`src/rtl/uart_tx_if.sv`:
```
// Byte push interface into the UART transmitter FIFO.
// The producer drives tx_valid/tx_data; the transmitter answers with tx_ready.
interface uart_tx_if;
  logic       tx_valid;
  logic [7:0] tx_data;
  logic       tx_ready;

  modport master (
    output tx_valid,
    output tx_data,
    input  tx_ready
  );

  modport slave (
    input  tx_valid,
    input  tx_data,
    output tx_ready
  );
endinterface

```
`src/rtl/uart_tx.sv`:
```
// 8N1 UART transmitter: bytes queue in a small FIFO and are shifted out LSB-first
// on a registered, idle-high tx line at CLKS_PER_BIT clocks per bit.
module uart_tx #(
  parameter int CLKS_PER_BIT = 1250,
  parameter int FIFO_DEPTH   = 4
) (
  input  logic     clk,
  input  logic     rst_n,
  uart_tx_if.slave bus,
  output logic     tx,
  output logic     tx_busy,
  output logic     tx_done
);

  localparam int            AW       = $clog2(FIFO_DEPTH);
  localparam logic [31:0]   CNT_LAST = 32'(CLKS_PER_BIT - 1);
  localparam logic [AW:0]   CNT_FULL = (AW + 1)'(FIFO_DEPTH);

  typedef enum logic [2:0] {
    IDLE      = 3'd0,
    START_BIT = 3'd1,
    DATA_BITS = 3'd2,
    STOP_BIT  = 3'd3,
    CLEANUP   = 3'd4
  } state_t;

  state_t      state, state_nxt;
  logic [31:0] clk_cnt, clk_cnt_nxt;
  logic [2:0]  bit_idx, bit_idx_nxt, bit_idx_inc;
  logic        tx_nxt, tx_done_nxt;
  logic [7:0]  shift;

  logic [7:0]    mem [FIFO_DEPTH];
  logic [AW-1:0] wr_ptr, rd_ptr;
  logic [AW:0]   count;
  logic          push, pop, fifo_full, fifo_empty;

  assign fifo_full    = (count == CNT_FULL);
  assign fifo_empty   = (count == '0);
  assign bus.tx_ready = !fifo_full;
  // A full FIFO refuses the push even when the FSM pops on the same edge.
  assign push         = bus.tx_valid && !fifo_full;
  assign tx_busy      = !fifo_empty || (state != IDLE);
  assign bit_idx_inc  = bit_idx + 3'd1;

  always_ff @(posedge clk or negedge rst_n) begin
    if (!rst_n) begin
      wr_ptr <= '0;
      rd_ptr <= '0;
      count  <= '0;
    end else begin
      if (push) wr_ptr <= wr_ptr + AW'(1);
      if (pop)  rd_ptr <= rd_ptr + AW'(1);
      case ({push, pop})
        2'b10:   count <= count + (AW + 1)'(1);
        2'b01:   count <= count - (AW + 1)'(1);
        default: count <= count;
      endcase
    end
  end

  always_ff @(posedge clk) begin
    if (push) mem[wr_ptr] <= bus.tx_data;
  end

  always_ff @(posedge clk) begin
    if (pop) shift <= mem[rd_ptr];
  end

  always_ff @(posedge clk or negedge rst_n) begin
    if (!rst_n) begin
      state   <= IDLE;
      clk_cnt <= '0;
      bit_idx <= '0;
      tx      <= 1'b1;
      tx_done <= 1'b0;
    end else begin
      state   <= state_nxt;
      clk_cnt <= clk_cnt_nxt;
      bit_idx <= bit_idx_nxt;
      tx      <= tx_nxt;
      tx_done <= tx_done_nxt;
    end
  end

  always_comb begin
    state_nxt   = state;
    clk_cnt_nxt = clk_cnt;
    bit_idx_nxt = bit_idx;
    tx_nxt      = tx;
    tx_done_nxt = 1'b0;
    pop         = 1'b0;
    case (state)
      IDLE: begin
        tx_nxt      = 1'b1;
        clk_cnt_nxt = '0;
        bit_idx_nxt = '0;
        if (!fifo_empty) begin
          pop       = 1'b1;
          tx_nxt    = 1'b0;
          state_nxt = START_BIT;
        end
      end
      START_BIT: begin
        if (clk_cnt == CNT_LAST) begin
          clk_cnt_nxt = '0;
          bit_idx_nxt = '0;
          tx_nxt      = shift[0];
          state_nxt   = DATA_BITS;
        end else begin
          clk_cnt_nxt = clk_cnt + 32'd1;
        end
      end
      DATA_BITS: begin
        if (clk_cnt == CNT_LAST) begin
          clk_cnt_nxt = '0;
          if (bit_idx == 3'd7) begin
            tx_nxt    = 1'b1;
            state_nxt = STOP_BIT;
          end else begin
            bit_idx_nxt = bit_idx_inc;
            tx_nxt      = shift[bit_idx_inc];
          end
        end else begin
          clk_cnt_nxt = clk_cnt + 32'd1;
        end
      end
      STOP_BIT: begin
        if (clk_cnt == CNT_LAST) begin
          clk_cnt_nxt = '0;
          tx_done_nxt = 1'b1;
          state_nxt   = CLEANUP;
        end else begin
          clk_cnt_nxt = clk_cnt + 32'd1;
        end
      end
      CLEANUP: begin
        tx_done_nxt = 1'b0;
        state_nxt   = IDLE;
      end
      default: begin
        // Unreachable encodings recover to an idle, high line.
        tx_nxt      = 1'b1;
        clk_cnt_nxt = '0;
        bit_idx_nxt = '0;
        state_nxt   = IDLE;
      end
    endcase
  end

endmodule

```
`src/flat_wrapper.sv`:
```
// flat-port wrapper written by rule: the top's interface ports become plain ports
module uart_tx_flat 
#(
  parameter int CLKS_PER_BIT = 1250,
  parameter int FIFO_DEPTH   = 4
)
  (clk, rst_n, tx, tx_busy, tx_done, bus_tx_valid, bus_tx_data, bus_tx_ready);
  uart_tx_if bus_i ();
  input  logic clk;
  input  logic rst_n;
  output logic tx;
  output logic tx_busy;
  output logic tx_done;
  input wire logic [$bits(bus_i.tx_valid)-1:0] bus_tx_valid;
  input wire logic [$bits(bus_i.tx_data)-1:0] bus_tx_data;
  output wire logic [$bits(bus_i.tx_ready)-1:0] bus_tx_ready;
  assign bus_i.tx_valid = bus_tx_valid;
  assign bus_i.tx_data = bus_tx_data;
  assign bus_tx_ready = bus_i.tx_ready;
  uart_tx #(.CLKS_PER_BIT(CLKS_PER_BIT), .FIFO_DEPTH(FIFO_DEPTH)) u_core (.clk(clk), .rst_n(rst_n), .bus(bus_i), .tx(tx), .tx_busy(tx_busy), .tx_done(tx_done));
endmodule
```
`config.mk`:
```
export PLATFORM = sky130hd
export DESIGN_NAME = uart_tx_flat
export DESIGN_NICKNAME = d
export VERILOG_FILES = /design/src/rtl/uart_tx_if.sv /design/src/rtl/uart_tx.sv /design/src/flat_wrapper.sv
export SDC_FILE = /design/constraint.sdc
export NUM_CORES = 1
export LEC_CHECK = 0
export CAP_MARGIN = 20
export CORE_UTILIZATION = 46
export DETAILED_ROUTE_END_ITERATION = 10
export GPL_TIMING_DRIVEN = 0
export PLACE_DENSITY_LB_ADDON = 0.05
export SLEW_MARGIN = 20
export SYNTH_ARGS = -nofsm -noshare
export SYNTH_HDL_FRONTEND = slang
export SYNTH_SLANG_ARGS = --single-unit
```
`constraint.sdc`:
```
create_clock -name clk -period 3.05 [get_ports clk]
set_clock_uncertainty 0.05 [all_clocks]
set_input_delay 0.61 -clock clk [delete_from_list [all_inputs] [get_ports clk]]
set_output_delay 0.61 -clock clk [all_outputs]
set_load 0.02 [all_outputs]
```
== Word level (Yosys, flattened, before mapping) ==
Memory sizes are Yosys's and may differ from the RTL's. A register that Yosys moved wholly into a read port is not among the register bits.
Index checks and enable logic that the tools add are counted.

* $add $sub $neg: 6
* Order comparisons: 1
* Eq/ne operators: 15
* Mux-type cells: 26
* Bitwise logic cells: 1
* Reduce and logical (&&, ||, !) cells: 13

{| class="wikitable"
|+ Operators with widths
! cell !! count
|-
| $pmux 32 s2 || 1
|-
| $add 32x1->32 const B || 1
|-
| $eq 32x11->1 const B || 1
|-
| $mux 32 || 1
|-
| $mux 3 || 8
|-
| $pmux 3 s4 || 1
|-
| $mux 1 || 11
|-
| $eq 3x3->1 const B || 3
|-
| $pmux 3 s3 || 1
|-
| $ne 2x1->1 const B || 4
|-
| $add 3x1->3 const B || 2
|-
| $eq 3x2->1 const B || 2
|-
| $logic_not 3->1 || 2
|-
| $pmux 3 s2 || 1
|-
| $reduce_and 5->1 || 1
|-
| $add 2x1->2 const B || 2
|-
| $lt 3x4->1 const B || 1
|-
| $ne 2x2->1 const B || 2
|-
| $pmux 1 s4 || 1
|-
| $reduce_and 4->1 || 1
|-
| $bmux 1 s3 || 1
|-
| $eq 3x1->1 const B || 1
|-
| $reduce_and 3->1 || 1
|-
| $reduce_bool 3->1 || 1
|-
| other kinds (10) || 11
|}

* Bits in registers: 47
* Bits in writable memories: 32
* Input bits: 11
* Output and inout bits: 4
* Logic and storage cells: 71
* Memories kept: 1

{| class="wikitable"
|+ Memories
! memory !! words !! bits a word !! rd ports !! clocked after Yosys merged registers in !! write ports !! RTL line !! RTL
|-
| u_core.mem || 4 || 8 || 1 || 1 || 1 || uart_tx.sv:33 || <nowiki>logic [7:0] mem [FIFO_DEPTH];</nowiki>
|}

== Longest topological paths before layout ==
* Word-level depth: 6
* Mapped depth: 10
* Gate-level depth less buffers: 10

== Worst setup path before layout ==
No wires, ideal clock.

* Path kind: register to register
* Start point: register u_core.state[0]
* End point: register u_core.count[2]
* Setup time: 79 ps
* Arrival: 2896 ps
* Required time: 2921 ps
* Path slack: 25 ps
* Cell stages (with the launch flop): 9
* Path buffers: 1
* Period minus slack after synthesis: 3025 ps
* Cell sequence: dfrtp_1 clkbuf_1 nor4_1 ha_1 inv_1 fa_1 xor2_1 nor2_1 xor2_1

* Word-level cells in the longest chain between the ends: 4
* Elaborated cells on any way between the ends: 6
* Those cells by class: 2 x eq/ne; 2 x mux; 2 x reduce/logical

{| class="wikitable"
|+ RTL lines
! element !! RTL line !! RTL
|-
| start: declaration || uart_tx.sv:27 || <nowiki>state_t state, state_nxt;</nowiki>
|-
| start signal: assignment || uart_tx.sv:78 || <nowiki>state <= state_nxt;</nowiki>
|-
| $logic_not 3->1 (*) || uart_tx.sv:93 || <nowiki>case (state)</nowiki>
|-
| $mux 1 (*) || uart_tx.sv:93 ||
|-
| net u_core.pop || uart_tx.sv:36 || <nowiki>logic push, pop, fifo_full, fifo_empty;</nowiki>
|-
| $eq 2x1->1 / $eq 2x2->1 (equally long branches) || uart_tx.sv:54 || <nowiki>case ({push, pop})</nowiki>
|-
| $pmux 3 s2 / $reduce_bool 2->1 (equally long branches) || -- ||
|-
| end signal: assignment || uart_tx.sv:55 || <nowiki>2'b10: count <= count + (AW + 1)'(1);</nowiki>
|-
| end signal: assignment || uart_tx.sv:56 || <nowiki>2'b01: count <= count - (AW + 1)'(1);</nowiki>
|-
| end signal: assignment || uart_tx.sv:57 || <nowiki>default: count <= count;</nowiki>
|-
| end: declaration || uart_tx.sv:35 || <nowiki>logic [AW:0] count;</nowiki>
|}

Mark *: on every way through the listed nets, which the timed path passes. The rest lies on a longest branch.
A chain may end at the register's enable or synchronous reset.

== Worst setup path after layout ==
* Start point: register u_core.count[0]
* End point: output tx_busy

* Word-level cells in the longest chain between the ends: 3

{| class="wikitable"
|+ RTL lines
! element !! RTL line !! RTL
|-
| $logic_not 3->1 || uart_tx.sv:39 || <nowiki>assign fifo_empty = (count == '0);</nowiki>
|-
| $logic_not 1->1 || uart_tx.sv:43 || <nowiki>assign tx_busy = !fifo_empty || (state != IDLE);</nowiki>
|-
| $logic_or 1x1->1 || uart_tx.sv:43 ||
|-
| end: declaration || flat_wrapper.sv:12 || <nowiki>output logic tx_busy;</nowiki>
|}

No other way between the ends.

==> results.ini <==
[synth]
yosysWarnings = 0
synth_flop_cell = dfrtp_1
yosysTopAreaCellShare_pct = 30.03
synth-async-reset-ratio_pct = 54.02
ys_types = 46
ys_ff_latch = 87
synth_area_leaders = edfxtp_1 (30%), dfrtp_1 (29%), mux4_2 (5.6%)
synth_edf_count = 40
syn_area_um2 = 4000
syn_nets = 343
synthCells = 322
ys_seq_area_share_pct = 59.46
yosysTopAreaCell = edfxtp_1
avgSynthCellArea_um2 = 12.42

[floorplan]
io_pins = 15
start_util_pct = 48.20
die_h_um = 95.25
die_w_um = 95.25
placementRows = 33
core_um2 = 8299
dieArea_um2 = 9073

[clock_tree]
clock_sinks = 87
clk_pin_slew_ns = 0.09
clock-root-buffer = clkbuf_8
post_cts_buffers = 0
clock_latency_ns = 0.36
numCtsBuffers = 9
ctsLongestPathBuffers = 2
cts_htree_levels = 3
cts_tree = done

[global_routing]
groute.layer.met1.usage_pct = 28.17
grt_util_all_layers_pct = 19.11
grt_max_degree = 27
antenna_found_initial = 0
grt_pass1_vias = 2594
grt_util_met2_pct = 27.68
grt_pass1_wl_um = 12790
use_met3_pct = 4.067
grt-ovfl-total = 0
grt-busiest-layer = met1

[detailed_routing]
final_antenna_net_count = 0
dr.pass1.iters = 4
drc = 0
wl_per_cell_um = 16.27
viasPerCell = 5.654
drt_iter0_markers = 162
vias = 2595
drt_wl_total_um = 7466

[final_layout]
num-nets-final = 370
final_core_util_pct = 54.47
area_growth_pct = 13.01
num_antenna_cells = 0
nFillCells = 738
layout-drive-gt1-share_pct = 10.17

[placement]
routabilityCongestion = 0.7382
hpwl_um = 5160
port_buffers = 14

[critical_path]
slowest_stage = nor3_1
crit_arrival_ns = 2.08
crit_path_start_kind = flop
cpPeakStageDelay_ns = 0.60
crit_type = reg -> out
cp.required_ns = 2.39
cp_cell_sequence = nor3_1, nand3b_1, clkdlybuf4s50_1
end_kind = primary output
crit_fanout = 4

[pwr]
p_leak_uw = 0.001814
max-vdd-ir-drop_uv = 338.1
powerDensity_nw_per_um2 = 555.0

[worst_hold_path]
hp-class = in -> async

[run]
cap_violations = 0

[timing]
setup_viol = 0
finalCritPeriodShare_pct = 90.00
hold_viol_final = 0
rsz0062_at_grt = no
maxSlewHeadroom_pct = 30.98
slew_viol_final = 0
period_needed_ns = 2.745
worst-slew-pin-transition_ns = 1.026
hold_ws_ns = 0.2172
fmax_mhz = 364.3

[outcome]
status = completed

==> cell usage after synthesis (3+ instances only) <==
cell type   n
dfrtp_1    46
edfxtp_1   40
nor2_1     28
xor2_1     19
nand2_1    16
nand3_1    14
nor4_1     13
inv_1      12
clkbuf_1   11
nand4_1    11
o21ai_0    11
mux4_2     10
nor3_1     10
and3_1      9
ha_1        9
xnor2_1     9
a21oi_1     7
a31oi_1     5
a22o_1      3
and2_1      3
and4_1      3
nor4b_1     3
==> flip-flops by register name, indices dropped and copies added, names as in the netlist <==
name and flops:
u_core.clk_cnt 32, u_core.mem 32, u_core.shift 8, u_core.bit_idx 3, u_core.count 3, u_core.state 3, u_core.rd_ptr 2, u_core.wr_ptr 2
u_core.tx 1, u_core.tx_done 1
==> area by class of cell <==
type	count	area, um^2	share of cell area, %
tap	105	131.4	2.906
multi-input combinational	209	1536	33.99
sequential	87	2379	52.62
timing repair buffer	16	167.7	3.709
inverter	12	45.04	0.9964
clock inverter	6	76.32	1.688
clock buffer	10	127.6	2.823
buffer	14	57.56	1.273
==> logic make-up (layout without fill, tap and decap cells) <==
logic type | count (synthesis) | in the layout | share of synthesized area (%)
AOI/OAI and AO/OA | 39 | 39 | 6.381
xor gates and xnor gates | 28 | 28 | 6.131
adders and majority gates | 10 | 10 | 3.316
buffers and inverters | 26 | 58 | 2.565
DFF | 87 | 87 | 59.46
muxes | 12 | 12 | 6.131
and+or+nand+nor | 120 | 120 | 16.02
==> worst paths after layout <==
kind                                    from                 end  slack [ns]  cells after the start
min reg2reg                u_core.bit_idx[1]   u_core.bit_idx[1]        0.45                      1
min in group clk           u_core.bit_idx[1]   u_core.bit_idx[1]        0.45                      1
max reg2reg                u_core.clk_cnt[1]  u_core.clk_cnt[27]        0.34                      9
max in group asynchronous              rst_n     u_core.count[2]        2.18                      2
max                          u_core.count[0]             tx_busy        0.31                      3
min                                    rst_n   u_core.bit_idx[1]        0.22                      1
==> routing by layer <==
layer	wire length, um	vias up	part of all wire, %
met5	0	-	0
li1	-	1253	-
met1	3780	1285	51
met2	3352	47	45
met3	218	10	2.9
met4	114	0	1.5
==> power breakdown <==
group	internal (uW)	total [uW]	switching, uW	leakage, uW
clock	395	831	435	0.000104
sequential	1360	1400	43.4	0.000987
combinational	112	276	164	0.000723
==> through the flow <==
stage | power (uW) | cells | setup TNS (ns) | setup WS [ns] | cell area, um^2
6_report | 2509 | 459 | 0 | 0.3051 | 4521
5_1_grt | 2627 | 459 | 0 | 0.05691 | 4521
4_1_cts | 2540 | 459 | 0 | 0.2593 | 4521
3_5_place_dp | 1711 | 443 | 0 | 0.3230 | 4317
3_3_place_gp | 1695 | 441 | -5.587 | -0.6487 | 4272
2_1_floorplan | 1597 | 322 | 0 | 0.02519 | 4000
==> what timing repair did <==
item | in CTS | in global routing
setup endpoints to repair | 0 | 2
hold buffers | 0 | 0
gates resized for setup | 0 | 1
==> critical path: cells and delay by family (launching register included) <==
family	cells	cell delay [ns]
AND/OR/NAND/NOR	2	0.76
flip-flops	1	0.41
buffers and inverters	1	0.57
==> layout by cell type, fill, tap and decap left out, drive strengths merged, types with 5 or more instances in the layout <==
master,instances
a21oi,7
a31oi,5
and3,9
buf,6
clkbuf,21
clkdlybuf4s50,13
dfrtp,46
edfxtp,40
ha,9
inv,16
mux4,10
nand2,16
nand3,14
nand4,11
nor2,28
nor3,10
nor4,13
o21ai,11
xnor2,9
xor2,19
(Power assumes the default switching activity.)
